`src/rtl/im_pkg.sv`:
```
// Shared defaults and state encoding for the instruction-memory port arbiter.
package im_pkg;

   localparam int unsigned DEPTH_LOG2_DEF   = 12;
   localparam logic [31:0] BASE_ADDR_DEF    = 32'h0000_3000;
   localparam int unsigned LD_BURST_MAX_DEF = 8;

   typedef enum logic {
      CLEAR = 1'b0,
      RUN   = 1'b1
   } state_e;

endpackage

```
`src/rtl/im_port_arbiter.sv`:
```
// Single-port instruction memory owner: zero-sweep after reset, then one access
// per cycle shared between loader writes (priority, bounded streak) and fetch reads.
module im_port_arbiter
   import im_pkg::*;
#(
   parameter int unsigned DEPTH_LOG2     = DEPTH_LOG2_DEF,
   parameter logic [31:0] BASE_ADDR      = BASE_ADDR_DEF,
   parameter int unsigned LD_BURST_MAX   = LD_BURST_MAX_DEF,
   parameter bit          CLEAR_ON_RESET = 1'b1
) (
   input  logic                  clk,
   input  logic                  rst_n,
   input  logic                  fetch_req,
   input  logic [31:0]           fetch_pc,
   output logic                  fetch_gnt,
   output logic                  fetch_rvalid,
   output logic [31:0]           fetch_instr,
   output logic                  fetch_fault,
   input  logic                  ld_req,
   input  logic [DEPTH_LOG2-1:0] ld_addr,
   input  logic [31:0]           ld_wdata,
   output logic                  ld_gnt,
   output logic                  mem_en,
   output logic                  mem_we,
   output logic [DEPTH_LOG2-1:0] mem_addr,
   output logic [31:0]           mem_wdata,
   input  logic [31:0]           mem_rdata,
   output logic                  clear_done
);

   localparam int unsigned STREAK_W = $clog2(LD_BURST_MAX + 1);
   localparam logic [STREAK_W-1:0] STREAK_MAX = STREAK_W'(LD_BURST_MAX);

   state_e                r_state;
   state_e                w_state_nxt;
   logic [DEPTH_LOG2-1:0] r_sweep;
   logic [DEPTH_LOG2-1:0] w_sweep_nxt;
   logic [STREAK_W-1:0]   r_streak;
   logic [STREAK_W-1:0]   w_streak_nxt;
   logic                  r_clear_done;
   logic                  r_rvalid;
   logic                  r_fault;
   logic [31:0]           r_hold;

   logic [31:0]           w_off;
   logic                  w_fault;
   logic [DEPTH_LOG2-1:0] w_index;

   // Byte PC to word index; anything misaligned or beyond the window faults.
   assign w_off   = fetch_pc - BASE_ADDR;
   assign w_fault = (w_off[1:0] != 2'b00) || (w_off[31:DEPTH_LOG2+2] != '0);
   assign w_index = w_off[DEPTH_LOG2+1:2];

   always_comb begin
      w_state_nxt  = r_state;
      w_sweep_nxt  = r_sweep;
      w_streak_nxt = r_streak;
      fetch_gnt    = 1'b0;
      ld_gnt       = 1'b0;
      mem_en       = 1'b0;
      mem_we       = 1'b0;
      mem_addr     = '0;
      mem_wdata    = '0;
      // Port stays quiet while reset is held.
      if (rst_n) begin
         case (r_state)
            CLEAR: begin
               mem_en      = 1'b1;
               mem_we      = 1'b1;
               mem_addr    = r_sweep;
               w_sweep_nxt = DEPTH_LOG2'(r_sweep + 1'b1);
               if (r_sweep == '1) w_state_nxt = RUN;
            end
            RUN: begin
               if (ld_req && !(fetch_req && (r_streak == STREAK_MAX))) begin
                  ld_gnt    = 1'b1;
                  mem_en    = 1'b1;
                  mem_we    = 1'b1;
                  mem_addr  = ld_addr;
                  mem_wdata = ld_wdata;
                  if (!fetch_req)                w_streak_nxt = '0;
                  else if (r_streak != STREAK_MAX) w_streak_nxt = STREAK_W'(r_streak + 1'b1);
               end else begin
                  w_streak_nxt = '0;
                  if (fetch_req) begin
                     fetch_gnt = 1'b1;
                     mem_en    = !w_fault;
                     mem_addr  = w_index;
                  end
               end
            end
            default: w_state_nxt = RUN;
         endcase
      end
   end

   always_ff @(posedge clk or negedge rst_n) begin
      if (!rst_n) begin
         r_state      <= CLEAR_ON_RESET ? CLEAR : RUN;
         r_sweep      <= '0;
         r_streak     <= '0;
         r_clear_done <= 1'b0;
         r_rvalid     <= 1'b0;
         r_fault      <= 1'b0;
         r_hold       <= '0;
      end else begin
         r_state      <= w_state_nxt;
         r_sweep      <= w_sweep_nxt;
         r_streak     <= w_streak_nxt;
         r_clear_done <= (w_state_nxt == RUN);
         r_rvalid     <= fetch_gnt;
         r_fault      <= fetch_gnt & w_fault;
         if (r_rvalid) r_hold <= fetch_instr;
      end
   end

   // Read data arrives from the memory one cycle after the strobe; only the select is registered.
   assign fetch_rvalid = r_rvalid;
   assign fetch_fault  = r_fault;
   assign fetch_instr  = r_rvalid ? (r_fault ? 32'h0 : mem_rdata) : r_hold;
   assign clear_done   = r_clear_done;

endmodule

```
`config.mk`:
```
export PLATFORM = sky130hd
export DESIGN_NAME = im_port_arbiter
export DESIGN_NICKNAME = d
export VERILOG_FILES = /design/src/rtl/im_pkg.sv /design/src/rtl/im_port_arbiter.sv
export SDC_FILE = /design/constraint.sdc
export NUM_CORES = 1
export LEC_CHECK = 0
export ABC_AREA = 1
export CAP_MARGIN = 20
export CORE_MARGIN = 2
export CORE_UTILIZATION = 42
export CTS_CLUSTER_SIZE = 10
export DETAILED_ROUTE_END_ITERATION = 10
export PLACE_DENSITY = 0.92
export SLEW_MARGIN = 20
export SYNTH_ARGS = -nofsm -noshare
export SYNTH_HDL_FRONTEND = slang
export SYNTH_SLANG_ARGS = --single-unit
```
`constraint.sdc`:
```
create_clock -name clk -period 3.65 [get_ports clk]
set_input_delay 0.365 -clock clk [delete_from_list [all_inputs] [get_ports clk]]
set_output_delay 0.365 -clock clk [all_outputs]
set_load 0.01 [all_outputs]
```
Yosys cells after proc, flatten, opt, wreduce, memory -nomap -nowiden. Cells that the tools add are included.

Input port bits: 112. Logic and storage cells: 51. Output and inout port bits: 83. Register bits: 51.

Bitwise operators: 2. $add $sub $neg: 3. Muxes and demuxes: 27. Reductions and logical operators: 9. Eq/ne operators: 4.

Operator list (number): 32-bit 2-to-1 mux (5); 12-bit 2-to-1 mux (3); 32-bit by 14-bit subtractor with 32-bit output (second input constant) (1); 12-bit case mux with 2 select lines (1); 18-bit nonzero test (1); 1-bit 2-to-1 mux (13); 12-bit by 1-bit adder with 12-bit output (second input constant) (1); 12-bit equality test (second input constant) (1); 4-bit 2-to-1 mux (3); 4-bit by 1-bit adder with 4-bit output (second input constant) (1); 4-bit equality test (second input constant) (1); 4-bit != test (second input constant) (1); 1-bit case mux with 2 select lines (2); 3-bit by 2-bit != test with 1-bit output (second input constant) (1); 3-bit AND reduction (1); 1-bit logical AND (2); 1-bit zero test (2); 2-bit AND reduction (1); 2-bit nonzero test (1); 1-bit bitwise AND (1); 1-bit logical OR (1); 1-bit inverter (1).

Logic depth before layout (Yosys ltp). Gate-level depths: netlist (run 1).

Depth in word-level cells: 8. Gate-level depth with buffers: 12. Depth with buffers taken out: 12.

Worst setup path before layout (run 1). Ideal clock, no wire load.

Kind: input to output. Start point: in fetch_pc[12]. End point: out mem_en. Buffers on the path: 0. Data required time: 3285 ps. Stages: 12. Arrival time: 1419 ps. Path slack: 1866 ps. Cell sequence: ha_1 inv_1 nand2_4 nor2_4 nand2_1 nand2_1 nand2_1 nor2_1 nand2_1 nor2_2 nand3_1 nand2_1.

Longest elaborated chain between the ends: 8.

Ends and longest elaborated chain: start, declared (line im_port_arbiter.sv:14) `input logic [31:0] fetch_pc,`; 32-bit by 14-bit subtractor with 32-bit output (line im_port_arbiter.sv:50) `assign w_off = fetch_pc - BASE_ADDR;`; 18-bit nonzero test (line im_port_arbiter.sv:51) `assign w_fault = (w_off[1:0] != 2'b00) || (w_off[31:DEPTH_LOG2+2] != '0);`; 1-bit logical OR (line im_port_arbiter.sv:51); 1-bit zero test (line im_port_arbiter.sv:87) `mem_en = !w_fault;`; 1-bit 2-to-1 mux (line im_port_arbiter.sv:85) `if (fetch_req) begin`; 1-bit 2-to-1 mux (line im_port_arbiter.sv:75) `if (ld_req && !(fetch_req && (r_streak == STREAK_MAX))) begin`; 1-bit case mux with 2 select lines (line im_port_arbiter.sv:66) `case (r_state)`; 1-bit 2-to-1 mux (line im_port_arbiter.sv:65) `if (rst_n) begin`; end, declared (line im_port_arbiter.sv:23) `output logic mem_en,`.

Every way passes these cells.

Final worst setup path (run 1).
Start point: in rst_n. End point: out mem_addr[5].

Longest elaborated chain between the ends: 1.

Ends and longest elaborated chain: start, declared (line im_port_arbiter.sv:12) `input logic rst_n,`; 12-bit 2-to-1 mux (line im_port_arbiter.sv:65); end, declared (line im_port_arbiter.sv:25) `output logic [DEPTH_LOG2-1:0] mem_addr,`.

Every way passes these cells.

==> metrics.md, run 1 <==
| Metric | Value |
|---|---|
| Mean routed wirelength per cell | `approximately 13 um` |
| Setup Skew | `0.00367 ns` |
| FP Rows | `32` |
| Synthesized area | `roughly 3400 um2` |
| Full die area | `8770 um2` |
| Synth area leader | `dfrtp_1` |
| WS Path Type | `in2out` |
| Critical path arrival | `2.75 ns` |
| Final Util | `0.709` |
| Tmin final | `between 3 and 4 ns` |
| Worst-skew pair later-pin latency | `around 0.30 ns` |
| Initial Util | `0.435` |
| CTS sink count | `51` |
| DRC violation count after routing | `0` |
| Vias per inst | `4.86` |
| CTS resizes | `0` |
| Total track usage | `0.229` |
| I/O pin total | `between 150 and 200` |
| CP required | `about 3.3 ns` |
| Area delta synth->final | `63.1%` |
| CTS root buffer | `clkbuf_8` |
| Asr flop ratio synth | `1.00` |
| Worst setup EP type | `output pin` |
| Largest net degree at the start of global routing | `56` |
| Final hold vios | `0` |
| Final period util | `0.855` |
| Hold Crit Class | `in2async` |
| Syn_nets | `about 610` |
| First-pass GRT wire length | `around 16,000 um` |
| GRT busiest layer | `met2` |
| Final hold slack | `approximately 0.48 ns` |
| Post-synth EDFFs | `0` |
| Synth Flop Type | `dfrtp_1` |
| Mean Syn Cell Area | `6.78 um2` |
| DRT Pass-1 Iters | `5` |
| Yosys reg bits | `between 50 and 60` |
| Dominant cells by area after synthesis | `dfrtp_1, inv_1, o21ai_0, nand2_1, nand3_1` |
| Worst setup startpoint | `rst_n` |
| Fin. max-slew vios | `0` |
| Clock buffer depth | `2` |
| Status | `complete, no violations` |
| GR Layer Usage met1 | `0.292` |
| RSZ-0062 raised after global routing | `false` |
| Clock slew at reported path FFs | `0.09 ns` |
| Maxcap violations | `0` |
| Overflow after GRT | `0` |
| # H-tree levels | `2` |
| VDD IR max | `between 0.2 and 0.25 mV` |
| Starting DRT DRC Count | `between 100 and 150` |
| Yosys warnings | `0` |
| Total wire length | `~11,000 um` |
| Post-synth top cells | `inv_1, nand2_1, o21ai_0, nor2_1, nand3_1` |
| Pleak | `between 0.002 and 0.003 uW` |
| Syn Inst Count | `around 500` |
| Die Span Y | `approximately 94 um` |
| Rel. slew slack | `0.397` |
| Setup violations, final | `0` |
| Fmax | `around 320 MHz` |
| Worst-Margin Slew | `between 0.9 and 1 ns` |
| PwrDens | `between 200 and 300 nW/um2` |
| Synth top area share | `0.378` |
| Crit path max fanout | `13` |
| Startpoint Class | `input port` |
| GR Util met3 | `0.0465` |
| Initial antenna violation count | `0` |
| RePlAce Congestion | `0.884` |
| Sequential share of the synthesized area | `0.378` |
| Core ar. | `7770 um2` |
| Vias in the first global route | `~3,500` |
| Post-DP HPWL | `approximately 8400 um` |
| Die Wd | `around 94 um` |
| CTS Buf Count | `5` |
| Unique masters post-synth | `31` |
| CTS tree | `yes` |
| Power Total | `1450 uW` |
| RR Startpoint | `r_streak[0]$_DFFE_PN0P_` |
| Most used standard cell by instance count after synthesis | `inv_1` |
| GR met2 Demand/Resource | `0.402` |
| Share of cells above drive strength 1 | `0.0466` |
| Final net count | `801` |
| Setup TNS | `0 ns` |
| Port Buffers | `around 190` |
| Vias | `~3,800` |
| Diode count | `0` |
| Detail Route Antenna Nets | `0` |
[metal layers]
metal	vias to the layer above	wire length [um]	share of wire
met5	-	0	0
met4	0	96	0.0091
met3	8	667	0.063
met2	127	5390	0.51
met1	1765	4350	0.41
li1	1926	-	-
[area by class of cell]
class                   instances  area, um2
clock buffers                   5       68.8
clock inverters                 3       43.8
fillers                       600       2260
inverters                     105        394
multi-input cells             323       1620
flip-flops and latches         51       1280
well taps                     102        128
repair buffers                199       1980
[final timing paths]
path / endpoint / slack, ns / depth (start not counted)
max in group asynchronous: fetch_rvalid$_DFF_PN0_ / 2.32 / 3
max: mem_addr[5] / 0.53 / 9
max reg2reg: r_streak[0]$_DFFE_PN0P_ / 1.92 / 9
min reg2reg: r_sweep[4]$_DFFE_PN0P_ / 0.48 / 1
min in group clk: r_sweep[4]$_DFFE_PN0P_ / 0.48 / 1
min: r_sweep[11]$_DFFE_PN0P_ / 0.48 / 2
[power breakdown]
| group | switching [uW] | internal (uW) | total, uW |
|---|---|---|---|
| Sequential | 50.5 | 613 | 664 |
| Clock | 186 | 204 | 390 |
| Combinational | 179 | 222 | 400 |
| Total | 415 | 1040 | 1450 |
[logic make-up after synthesis]
family | synth area share
flops | 0.378
compound gates | 0.131
simple gates | 0.300
xor+xnor | 0.0337
buf+inv | 0.143
fa+ha+maj | 0.0148
[sequential cells by signal (all words and copies together), names as in the netlist]
register,flops
clear_done,1
fetch_fault,1
fetch_rvalid,1
r_hold,32
r_streak,4
r_sweep,12
[critical path: stages]
cell and delay, ns:
dlygate4sd3_1 0.55, buf_2 0.24, nand2_1 0.13, inv_1 0.14, nand3_1 0.15, inv_1 0.38
nand2_1 0.11, o211ai_1 0.11, clkdlybuf4s50_1 0.57
[stage by stage]
step | setup slack (ns) | instance area [um2] | cells
after floorplan | 1.87 | 3380 | 498
after global placement | 0.766 | 5390 | 779
after detailed placement | 0.741 | 5390 | 779
after CTS | 0.514 | 5510 | 788
after global routing | 0.348 | 5510 | 788
final | 0.530 | 5510 | 788
[placed cells by master, fill, tap and decap left out, types with 2 or more instances in the layout]
cell type / Yosys / layout
clkdlybuf4s50_1: 0 / 193
inv_1: 104 / 104
nand2_1: 84 / 84
o21ai_0: 68 / 68
nor2_1: 60 / 60
nand3_1: 54 / 54
dfrtp_1: 51 / 50
xor2_1: 10 / 10
o211ai_1: 7 / 7
nor2_2: 5 / 5
nor3_1: 5 / 5
clkbuf_8: 0 / 5
nor2_4: 4 / 4
ha_1: 4 / 4
buf_4: 2 / 4
a21oi_1: 3 / 3
xnor2_1: 3 / 3
nand2_2: 2 / 2
nand3_2: 2 / 2
nand4_1: 2 / 2
nor4_2: 2 / 2
[repair_timing]
action | 4_1_cts | 5_1_grt
hold buffers | 1 | 0
buffers inserted | 0 | 0
endpoints found under the hold margin | 4 | 0
No activity file was read; power rests on OpenSTA's default activity.
==> run 2, diff against run 1 <==
--- a/config.mk
+++ b/config.mk
@@ -12,7 +12,6 @@
 export CTS_CLUSTER_SIZE = 10
 export DETAILED_ROUTE_END_ITERATION = 10
 export PLACE_DENSITY = 0.92
-export SLEW_MARGIN = 20
 export SYNTH_ARGS = -nofsm -noshare
 export SYNTH_HDL_FRONTEND = slang
 export SYNTH_SLANG_ARGS = --single-unit
==> results of run 2 <==
Same layout as run 1: the final DEF is identical, and so are final timing and power.
==> run 3, diff against run 2 <==
--- a/config.mk
+++ b/config.mk
@@ -8,10 +8,10 @@
 export ABC_AREA = 1
 export CAP_MARGIN = 20
 export CORE_MARGIN = 2
-export CORE_UTILIZATION = 42
-export CTS_CLUSTER_SIZE = 10
+export CORE_UTILIZATION = 39
+export CTS_CLUSTER_SIZE = 25
 export DETAILED_ROUTE_END_ITERATION = 10
-export PLACE_DENSITY = 0.92
+export PLACE_DENSITY = 0.86
 export SYNTH_ARGS = -nofsm -noshare
 export SYNTH_HDL_FRONTEND = slang
 export SYNTH_SLANG_ARGS = --single-unit
==> constraint.sdc (replaced) <==
create_clock -name clk -period 2.88 [get_ports clk]
set_input_delay 0.288 -clock clk [delete_from_list [all_inputs] [get_ports clk]]
set_output_delay 0.288 -clock clk [all_outputs]
set_load 0.01 [all_outputs]
==> run 3 against run 2 <==
  * Critical path depth grew 1
  * Sequential cell count is the same
  * Non-clock buffer count rose by 4
  * Critical path type is now reg2out
  * Register-to-register slack worse by 0.92 ns
  * Worst setup slack got worse by 0.33 ns
  * Largest power group unchanged
  * Largest cell class unchanged
  * Wire length decreased by 3.4%
  * Sequential share of layout area shrank 0.22 points
==> metrics.md, run 3 (synthesis results as in run 1) <==
| Metric | Value |
|---|---|
| CP dominant cell by count | `inv_1` |
| Vias in the first global route | `approximately 3,700` |
| DRT Pass-1 Iters | `4` |
| CP required | `between 2 and 3 ns` |
| Rel. slew slack | `0.658` |
| Post-DP HPWL | `8200 um` |
| Most frequent cells in the layout | `clkdlybuf4s50_1, inv_1, nand2_1` |
| Initial antenna violation count | `0` |
| # H-tree levels | `2` |
| Port Buffers | `between 150 and 200` |
| Vias per inst | `4.75` |
| Pleak | `0.00258 uW` |
| Status | `complete, no violations` |
| Worst-Margin Slew | `about 0.51 ns` |
| Hold Crit Class | `in2async` |
| CP max-delay cell | `clkdlybuf4s50_1` |
| Max incr delay on CP | `0.50 ns` |
| Setup Skew | `~0.011 ns` |
| RR Startpoint | `r_streak[1]$_DFFE_PN0P_` |
| RePlAce Congestion | `between 0.8 and 0.9` |
| Setup TNS | `0 ns` |
| Area delta synth->final | `64.7%` |
| R2r setup slk | `1.00 ns` |
| Final hold vios | `0` |
| Overflow after GRT | `0` |
| CTS root buffer | `clkbuf_8` |
| CP Cell Sequence | `inv_1 -> ha_1 -> nand3_1 -> o21ai_2 -> inv_1 -> nand2_2 -> clkinvlp_4 -> nand2_1 -> o211ai_1 -> clkdlybuf4s50_1` |
| WS Path Type | `reg2out` |
| Startpoint Class | `flip-flop` |
| Maxcap violations | `0` |
| FP Rows | `33` |
| First-pass GRT wire length | `~17,000 um` |
| Most common cell after layout, fill and taps aside | `clkdlybuf4s50_1` |
| Setup violations, final | `0` |
| Kind of cell adding the most delay to the critical path | `buffers and inverters` |
| Core ar. | `8300 um2` |
| Combinational share of power | `0.280` |
| Die Wd | `just under 100 um` |
| Critical path arrival | `~2.4 ns` |
| Fin. max-slew vios | `0` |
| Initial Util | `0.407` |
| Largest net degree at the start of global routing | `50` |
| Clk pwr share | `0.257` |
| Fin area | `approximately 5600 um2` |
| Tmin final | `roughly 2.7 ns` |
| Total track usage | `0.208` |
| CTS tree | `yes` |
| Post-placement cell area | `5400 um2` |
| Sw frac | `0.273` |
| Vias | `3,778` |
| Flop pwr share | `0.463` |
| Total wire length | `roughly 10,000 um` |
| Share of cells above drive strength 1 | `0.0579` |
| CTS Buf Count | `5` |
| Worst r2r dst | `r_streak[3]$_DFFE_PN0P_` |
| Clock slew at reported path FFs | `roughly 0.090 ns` |
| CTS sink count | `51` |
| Mean routed wirelength per cell | `12.8 um` |
| PwrDens | `326 nW/um2` |
| DRC violation count after routing | `0` |
| P_sw | `a little under 500 uW` |
| Diode count | `0` |
| Starting DRT DRC Count | `146` |
| Largest regs | `r_hold: 32 flops, r_sweep: 12 flops, r_streak: 4 flops` |
| Final period util | `0.929` |
| Fmax | `about 370 MHz` |
| VDD IR max | `0.295 mV` |
| Reg2Reg Depth | `10` |
| Most flops, register | `r_hold` |
| Worst setup EP type | `output pin` |
| Worst-skew pair later-pin latency | `about 0.29 ns` |
| I/O pin total | `195` |
| Total internal power | `approximately 1300 uW` |
| Final net count | `between 800 and 900` |
| Full die area | `9420 um2` |
| Detail Route Antenna Nets | `0` |
| Worst path buffer plus inverter count | `4` |
| Die Span Y | `around 97 um` |
| Max reg flops | `32` |
| Clock buffer depth | `2` |
| Crit path max fanout | `14` |
| Fillers | `711` |
| RSZ-0062 raised after global routing | `false` |
-- run 3: area by class of cell --
class                   count  area (um2)  share of cell area
clock buffers               7        76.3              0.0137
well taps                 105         131              0.0236
flip-flops and latches     51        1280               0.230
repair inverters            1        5.00            0.000900
multi-input cells         323        1630               0.293
repair buffers            203        2010               0.362
inverters                 105         402              0.0722
clock inverters             1        30.0             0.00540
-- run 3: per-stage QoR --
step / util / setup slack, ns / total power [uW] / cells / hold slack, ns
finish: 0.670 / 0.205 / 1810 / 796 / 0.176
detailed placement: 0.650 / 0.0601 / 1350 / 783 / 0.175
floorplan: - / 1.18 / 1060 / 498 / -0.00759
global route: 0.670 / 0.00431 / 1930 / 796 / 0.228
global placement: 0.650 / 0.151 / 1340 / 783 / 0.159
CTS: 0.664 / 0.0634 / 1830 / 792 / 0.184
-- run 3: what timing repair did --
item                                    4_1_cts  5_1_grt
hold buffers                                  1        0
setup buffers                                 0        3
resized for setup                             0        7
hold endpoints to repair                      7        0
endpoints found under the setup margin        0       12
-- run 3: how the worst max path moves through the flow --
stage / from / endpoint / slack (ns) / cells after the start
floorplan: r_streak[0]$_DFFE_PN0P_ / mem_addr[10] / 1.18 / 10
global placement: fetch_pc[12] / mem_en / 0.15 / 14
detailed placement: fetch_pc[12] / mem_en / 0.06 / 14
CTS: fetch_pc[12] / mem_en / 0.06 / 14
global route: r_streak[0]$_DFFE_PN0P_ / mem_addr[10] / 0.004 / 10
finish: r_streak[1]$_DFFE_PN0P_ / mem_addr[8] / 0.21 / 10
-- run 3: power groups by stage --
stage	sequential, uW	combinational, uW	clock [uW]
4_1_cts	839	508	485
3_5_place_dp	851	502	0
3_3_place_gp	848	491	0
6_report	840	508	467
2_1_floorplan	838	218	0
5_1_grt	849	562	517
-- run 3: metal layers --
metal	up-vias	part of all wire	wire, um	GRT usage
met5	-	0	0	0
met4	0	0.016	159	0.0520
met3	12	0.057	578	0.0374
met2	132	0.51	5210	0.385
met1	1703	0.41	4200	0.250
li1	1931	-	-	-
